--- src/rtl/edf_pkg.sv ---
// Shared types, defaults and the deadline-slice helper for the EDF interrupt arbiter.
package edf_pkg;

  localparam int unsigned NSRC_DEF     = 8;
  localparam int unsigned TS_WIDTH_DEF = 64;
  // Widest flattened deadline bus the slice helper accepts (64 sources of 64 bits).
  localparam int unsigned DL_BUS_MAX   = 4096;

  typedef enum logic [1:0] {
    IDLE,
    SCAN,
    REQ,
    SERVE
  } edf_arb_state_e;

  // Returns the 64-bit window starting at source k; callers truncate to their TsWidth.
  function automatic logic [63:0] dl_slice(input logic [DL_BUS_MAX-1:0] bus,
                                           input int unsigned           k,
                                           input int unsigned           ts_width);
    logic [DL_BUS_MAX-1:0] shifted;
    shifted = bus >> (k * ts_width);
    return shifted[63:0];
  endfunction

endpackage

--- src/rtl/edf_min_track.sv ---
// Running-minimum register for the EDF scan: remembers the pending source with the
// smallest deadline seen since the last start pulse.
module edf_min_track
  import edf_pkg::*;
#(
  parameter int unsigned TsWidth = TS_WIDTH_DEF,
  parameter int unsigned IdWidth = 3
) (
  input  logic               clk_i,
  input  logic               rst_ni,
  input  logic               start_i,
  input  logic               en_i,
  input  logic               cand_valid_i,
  input  logic [IdWidth-1:0] cand_id_i,
  input  logic [TsWidth-1:0] cand_dl_i,
  output logic               found_o,
  output logic [IdWidth-1:0] win_id_o,
  output logic [TsWidth-1:0] win_dl_o
);

  logic               best_valid_q;
  logic [IdWidth-1:0] best_id_q;
  logic [TsWidth-1:0] best_dl_q;
  logic               take;

  // Strict less-than keeps the earlier (lower) index on equal deadlines.
  assign take = en_i && cand_valid_i && (!best_valid_q || (cand_dl_i < best_dl_q));

  // Winner including this cycle's candidate, so the last slot can be presented directly.
  assign found_o  = best_valid_q || take;
  assign win_id_o = take ? cand_id_i : best_id_q;
  assign win_dl_o = take ? cand_dl_i : best_dl_q;

  always_ff @(posedge clk_i or negedge rst_ni) begin
    if (!rst_ni) begin
      best_valid_q <= 1'b0;
      best_id_q    <= '0;
      best_dl_q    <= '0;
    end else if (start_i) begin
      best_valid_q <= 1'b0;
      best_id_q    <= '0;
      best_dl_q    <= '0;
    end else if (take) begin
      best_valid_q <= 1'b1;
      best_id_q    <= cand_id_i;
      best_dl_q    <= cand_dl_i;
    end
  end

endmodule

--- src/rtl/edf_arbiter.sv ---
// Earliest-deadline-first interrupt arbiter: sequential scan, present, claim, serve.
// Optional EDF_ARB_DLMISS_EN adds dl_miss_o, flagging a presented/serviced deadline already past mtime_i.
module edf_arbiter
  import edf_pkg::*;
#(
  parameter int unsigned NSrc    = NSRC_DEF,
  parameter int unsigned TsWidth = TS_WIDTH_DEF,
  parameter int unsigned IdWidth = $clog2(NSrc)
) (
  input  logic                    clk_i,
  input  logic                    rst_ni,
  input  logic [63:0]             mtime_i,
  input  logic [NSrc-1:0]         ip_i,
  input  logic [NSrc*TsWidth-1:0] dl_i,
  output logic [NSrc-1:0]         claim_o,
  output logic                    irq_o,
  output logic [IdWidth-1:0]      irq_id_o,
  output logic [TsWidth-1:0]      irq_dl_o,
  input  logic                    irq_ack_i,
  input  logic                    irq_complete_i,
`ifdef EDF_ARB_DLMISS_EN
  output logic                    dl_miss_o,
`endif
  output logic                    busy_o
);

  localparam logic [IdWidth-1:0] LastIdx = IdWidth'(NSrc - 1);

  edf_arb_state_e     state_q, state_d;
  logic [IdWidth-1:0] idx_q, idx_d;
  logic               irq_q, irq_d;
  logic [IdWidth-1:0] irq_id_q, irq_id_d;
  logic [TsWidth-1:0] irq_dl_q, irq_dl_d;
  logic [NSrc-1:0]    claim_q, claim_d;
  logic               busy_q, busy_d;

  logic               scan_start;
  logic               scan_en;
  logic               cand_valid;
  logic [TsWidth-1:0] cand_dl;
  logic               found;
  logic [IdWidth-1:0] win_id;
  logic [TsWidth-1:0] win_dl;

  assign cand_valid = ip_i[idx_q];
  assign cand_dl    = TsWidth'(dl_slice(DL_BUS_MAX'(dl_i), int'(idx_q), TsWidth));

  edf_min_track #(
    .TsWidth (TsWidth),
    .IdWidth (IdWidth)
  ) u_min_track (
    .clk_i        (clk_i),
    .rst_ni       (rst_ni),
    .start_i      (scan_start),
    .en_i         (scan_en),
    .cand_valid_i (cand_valid),
    .cand_id_i    (idx_q),
    .cand_dl_i    (cand_dl),
    .found_o      (found),
    .win_id_o     (win_id),
    .win_dl_o     (win_dl)
  );

  always_comb begin
    state_d    = state_q;
    idx_d      = idx_q;
    irq_d      = irq_q;
    irq_id_d   = irq_id_q;
    irq_dl_d   = irq_dl_q;
    claim_d    = '0;
    scan_start = 1'b0;
    scan_en    = 1'b0;

    unique case (state_q)
      IDLE: begin
        if (|ip_i) begin
          state_d    = SCAN;
          idx_d      = '0;
          scan_start = 1'b1;
        end
      end
      SCAN: begin
        scan_en = 1'b1;
        if (idx_q == LastIdx) begin
          if (found) begin
            state_d  = REQ;
            irq_d    = 1'b1;
            irq_id_d = win_id;
            irq_dl_d = win_dl;
          end else begin
            state_d = IDLE;
          end
        end else begin
          idx_d = idx_q + 1'b1;
        end
      end
      REQ: begin
        // Ack takes priority over a simultaneous withdraw.
        if (irq_ack_i) begin
          state_d = SERVE;
          irq_d   = 1'b0;
          claim_d = NSrc'(1) << irq_id_q;
        end else if (!ip_i[irq_id_q]) begin
          state_d = IDLE;
          irq_d   = 1'b0;
        end
      end
      SERVE: begin
        if (irq_complete_i) begin
          state_d = IDLE;
        end
      end
      default: begin
        state_d = IDLE;
        irq_d   = 1'b0;
      end
    endcase

    if (state_d == IDLE) begin
      irq_id_d = '0;
      irq_dl_d = '0;
    end

    busy_d = (state_d != IDLE);
  end

  always_ff @(posedge clk_i or negedge rst_ni) begin
    if (!rst_ni) begin
      state_q  <= IDLE;
      idx_q    <= '0;
      irq_q    <= 1'b0;
      irq_id_q <= '0;
      irq_dl_q <= '0;
      claim_q  <= '0;
      busy_q   <= 1'b0;
    end else begin
      state_q  <= state_d;
      idx_q    <= idx_d;
      irq_q    <= irq_d;
      irq_id_q <= irq_id_d;
      irq_dl_q <= irq_dl_d;
      claim_q  <= claim_d;
      busy_q   <= busy_d;
    end
  end

  assign claim_o  = claim_q;
  assign irq_o    = irq_q;
  assign irq_id_o = irq_id_q;
  assign irq_dl_o = irq_dl_q;
  assign busy_o   = busy_q;

`ifdef EDF_ARB_DLMISS_EN
  logic dl_miss_q, dl_miss_d;

  // Evaluated against the deadline being registered so the flag is valid on the first REQ cycle.
  assign dl_miss_d = ((state_d == REQ) || (state_d == SERVE)) && (64'(irq_dl_d) < mtime_i);

  always_ff @(posedge clk_i or negedge rst_ni) begin
    if (!rst_ni) begin
      dl_miss_q <= 1'b0;
    end else begin
      dl_miss_q <= dl_miss_d;
    end
  end

  assign dl_miss_o = dl_miss_q;
`else
  logic unused_mtime;
  assign unused_mtime = ^mtime_i;
`endif

endmodule

--- config.mk ---
export PLATFORM = sky130hd
export DESIGN_NAME = edf_arbiter
export DESIGN_NICKNAME = d
export VERILOG_FILES = /design/src/rtl/edf_pkg.sv /design/src/rtl/edf_min_track.sv /design/src/rtl/edf_arbiter.sv
export SDC_FILE = /design/constraint.sdc
export NUM_CORES = 1
export LEC_CHECK = 0
export ABC_AREA = 1
export BUFFER_PORTS_ARGS = -buffer_cell sky130_fd_sc_hd__buf_2
export CAP_MARGIN = 5
export CORE_AREA = 2 2 257 259
export DETAILED_ROUTE_END_ITERATION = 8
export DIE_AREA = 0 0 259 261
export GPL_ROUTABILITY_DRIVEN = 0
export GPL_TIMING_DRIVEN = 0
export PLACE_DENSITY_LB_ADDON = 0.05
export SLEW_MARGIN = 20
export SYNTH_ARGS = -nofsm -noshare
export SYNTH_HDL_FRONTEND = slang
export SYNTH_HIERARCHICAL = 1
export SYNTH_SLANG_ARGS = --single-unit
--- constraint.sdc ---
create_clock -name clk_i -period 3.9 [get_ports clk_i]
set_input_delay 0.78 -clock clk_i [delete_from_list [all_inputs] [get_ports clk_i]]
set_output_delay 0.78 -clock clk_i [all_outputs]
set_load 0.005 [all_outputs]
==> metrics.yaml <==
fmax_mhz: 251
min_period_ns: 3.99
finalMaxSlewViolations: 0
setup_violations: 32
die_w_um: 259
clk_latency_ns: 0.49
synth_seq_cells: 150
slew_headroom_pct: 29.6
rows: 94
synthArstFlopShare_pct: 100
drt-initial-drc-count: 1265
core-area_um2: 65000
synth_top_family_by_area: "simple AND/OR/NAND/NOR gates"
grt_overflow: 0
syn2layout_area_growth_pct: 60.1
violations: "setup timing"
critPathKind: "flip-flop to flip-flop"
synth_area_um2: 13400
cts_tree: "built"
grt_max_degree: 67
tightest_slew_ns: 1.05
synth_ff_type: "dfrtp_1"
synth_area_leader_cell: "dfrtp_1"
rsz0062_at_grt: "yes"
die_h_um: 261
initial_core_util_pct: 20.6
ir_drop_mv: 0.470
syn_nets: 2898
placed_cell_area_um2: 17600
post-route-drc-count: 0
crit_fanout: 10
clockBufferDepth: 2
routed-via-count: 18200
hold_violations: 0
yosys-top-cells-count: "nand2_1 (529), nor2_1 (366), o21ai_0 (341), inv_1 (289), dfrtp_1 (150)"
root_buffer: "clkbuf_16"
final_net_count: 3573
required_ns: 4.24
synth_mux_area_share_pct: 0
start_kind: "flip-flop"
synth_warnings: 6
detailedPlacementHpwl_um: 71100
synth_adder_area_share_pct: 6.06
num_io_pins: 665
fin_area_um2: 21500
ant_nets: 0
status: "finished, violations left"
synth-xor-area-share_pct: 0
finalWorstSetupSlack_ns: -0.0854
antenna_found_initial: 7
wl_per_cell_um: 24.0
maxCapViolations: 0
arrival_ns: 4.33
numPortBuffers: 600
fin_crit_sh_pct: 102
cts_hold_buf: 0
seq_area_frac_synth_pct: 28.0
yosysMostFrequentCell: "nand2_1"
synth.area.top_cells: "dfrtp_1 (28%), nand2_1 (15%), o21ai_0 (13%)"
timing.hold.ws_ns: 0.174
grt_pass1_vias: 18600
grt_pass1_wl_um: 129000
htree_levels: 4
synth_compound_area_share_pct: 22.8
hp-class: "primary input to asynchronous set/reset pin"
drive_gt1_share_pct: 42.5
grt_usage_pct: 26.2
synth_edf_count: 0
viasPerCell: 4.77
clk_pin_slew_ns: 0.08
synthCells: 2245
synth_top_area_share_pct: 28.0
pwr_density_cell_nw_per_um2: 999
detail_route.first_pass.iterations: 5
synth-simple-area-share_pct: 29.2
cp-end-kind: "flip-flop"
die-area_um2: 67600
total_leakage_power_nw: 11.2
skew_ns: 0.0170
synth.avg_cell_area_um2: 5.98
drt_wl_total_um: 91200
cts_inserted_buffers: 17
ys_types: 28
clock-sinks: 150
==> worst max-delay path, stage by stage, from the launching register on <==
cell and delay, ns:
dfrtp_2 0.47, buf_12 0.16, buf_4 0.21, clkbuf_8 0.25, nor2_4 0.30, o22ai_4 0.19
nand2_1 0.10, nand2_1 0.09, ha_1 0.33, a21oi_2 0.14, o21ai_2 0.06, nand2_1 0.08
a21oi_2 0.06, nor2_2 0.13, nand2_2 0.09, nand2_2 0.07, nand2_2 0.06, nand2_4 0.13
buf_6 0.20, buf_6 0.17, nand3_1 0.12, nand2_4 0.11, inv_2 0.05, nand2_2 0.08
nand2_1 0.06, inv_1 0.05, a21oi_1 0.03
==> report_power, final <==
part | switching, mW | internal, mW | total, mW
registers | 0.184 | 2.03 | 2.21
logic | 11.2 | 6.32 | 17.5
clock network | 0.814 | 0.970 | 1.78
==> cell usage in the layout, fill, tap and decap left out, types with 3 or more instances in the layout <==
cell type and n:
clkbuf_2 42, o22ai_1 82, clkinv_2 4, inv_2 45, o22ai_4 7, nand4_1 9, dfrtp_1 149, clkbuf_1 48
clkbuf_8 11, nor2_2 23, o22ai_2 39, o21ai_0 273, clkinvlp_4 3, nand2_2 142, nand2_4 55, buf_1 4
buf_4 31, buf_6 19, nor2_1 333, a21oi_1 64, clkbuf_4 15, nor2_4 12, inv_4 5, nand3_2 21
o21ai_2 14, ha_4 29, buf_16 13, nand3_1 55, buf_8 11, inv_1 246, nand2_1 334, inv_6 4
ha_1 36, buf_2 607, o21ai_4 6, o21ai_1 49, buf_12 15, diode_2 8, a21oi_2 36, clkbuf_16 25
==> metrics by stage <==
| stage | cells | setup slack (ns) | power, mW | util, % | TNS (ns) |
|---|---|---|---|---|---|
| after CTS | 3783 | -0.0978 | 20.0 | 31.7 | -2.45 |
| after floorplan | 2245 | 0.657 | 9.62 | - | 0 |
| after global placement | 3709 | -2.31 | 14.7 | 26.9 | -394.47 |
| after detailed placement | 3711 | -1.93 | 14.8 | 27.0 | -229.97 |
| after global routing | 3801 | -0.323 | 23.1 | 33.0 | -17.79 |
| final | 3805 | -0.0854 | 21.5 | 33.1 | -1.21 |
==> per-layer routing <==
metal  vias to the layer above  track usage, %  share of wire [%]
met3                       106            3.53                4.7
met5                         -               0              0.015
met1                      8883            34.1                 45
met2                       590            46.0                 49
li1                       8582               -                  -
met4                         2            5.94                2.1
==> registers in the layout, summed over array words and instances (netlist names) <==
signal                    count
irq_o                         1
u_min_track/best_id_q         3
u_min_track/best_dl_q        64
irq_dl_o                     64
busy_o                        1
idx_q                         3
state_q                       2
u_min_track/best_valid_q      1
irq_id_o                      3
claim_o                       8
==> logic make-up after synthesis <==
| kind of cell | count (synthesis) |
|---|---|
| AOI/OAI and AO/OA | 576 |
| adders and majority gates | 65 |
| buffers and inverters | 465 |
| DFF | 150 |
| and+or+nand+nor | 989 |
==> path summary, 6_finish.rpt <==
check | startpoint | end | slack, ns | depth (start not counted)
worst max-delay path | idx_q[0]$_DFFE_PN0P_ | irq_dl_o[47]$_DFFE_PN0P_ | -0.09 | 26
worst min-delay path | rst_ni | irq_dl_o[50]$_DFFE_PN0P_ | 0.17 | 1
worst max register to register | idx_q[0]$_DFFE_PN0P_ | irq_dl_o[47]$_DFFE_PN0P_ | -0.09 | 26
worst min register to register | irq_o$_DFFE_PN0P_ | irq_o$_DFFE_PN0P_ | 0.59 | 2
max in group asynchronous | rst_ni | state_q[0]$_DFF_PN0_ | 2.97 | 2
min in group clk_i | irq_o$_DFFE_PN0P_ | irq_o$_DFFE_PN0P_ | 0.59 | 2
==> layout make-up <==
type	count	area (um2)
Antenna cell	8	20.0
Buffer	161	1260
Clock buffer	20	447
Clock inverter	12	141
Fill cell	7343	43500
Inverter	300	1150
Multi-Input combinational cell	1630	9750
Sequential cell	150	3750
Tap cell	864	1080
Timing Repair Buffer	660	3900
==> repair_timing <==
| action | CTS | global route |
|---|---|---|
| pin swaps | 96 | 66 |
| endpoints found under the setup margin | 137 | 133 |
| gates cloned | 12 | 4 |
| resized for setup | 542 | 265 |
| setup buffers | 28 | 14 |
Note: power is estimated with default switching activity, not from simulation.
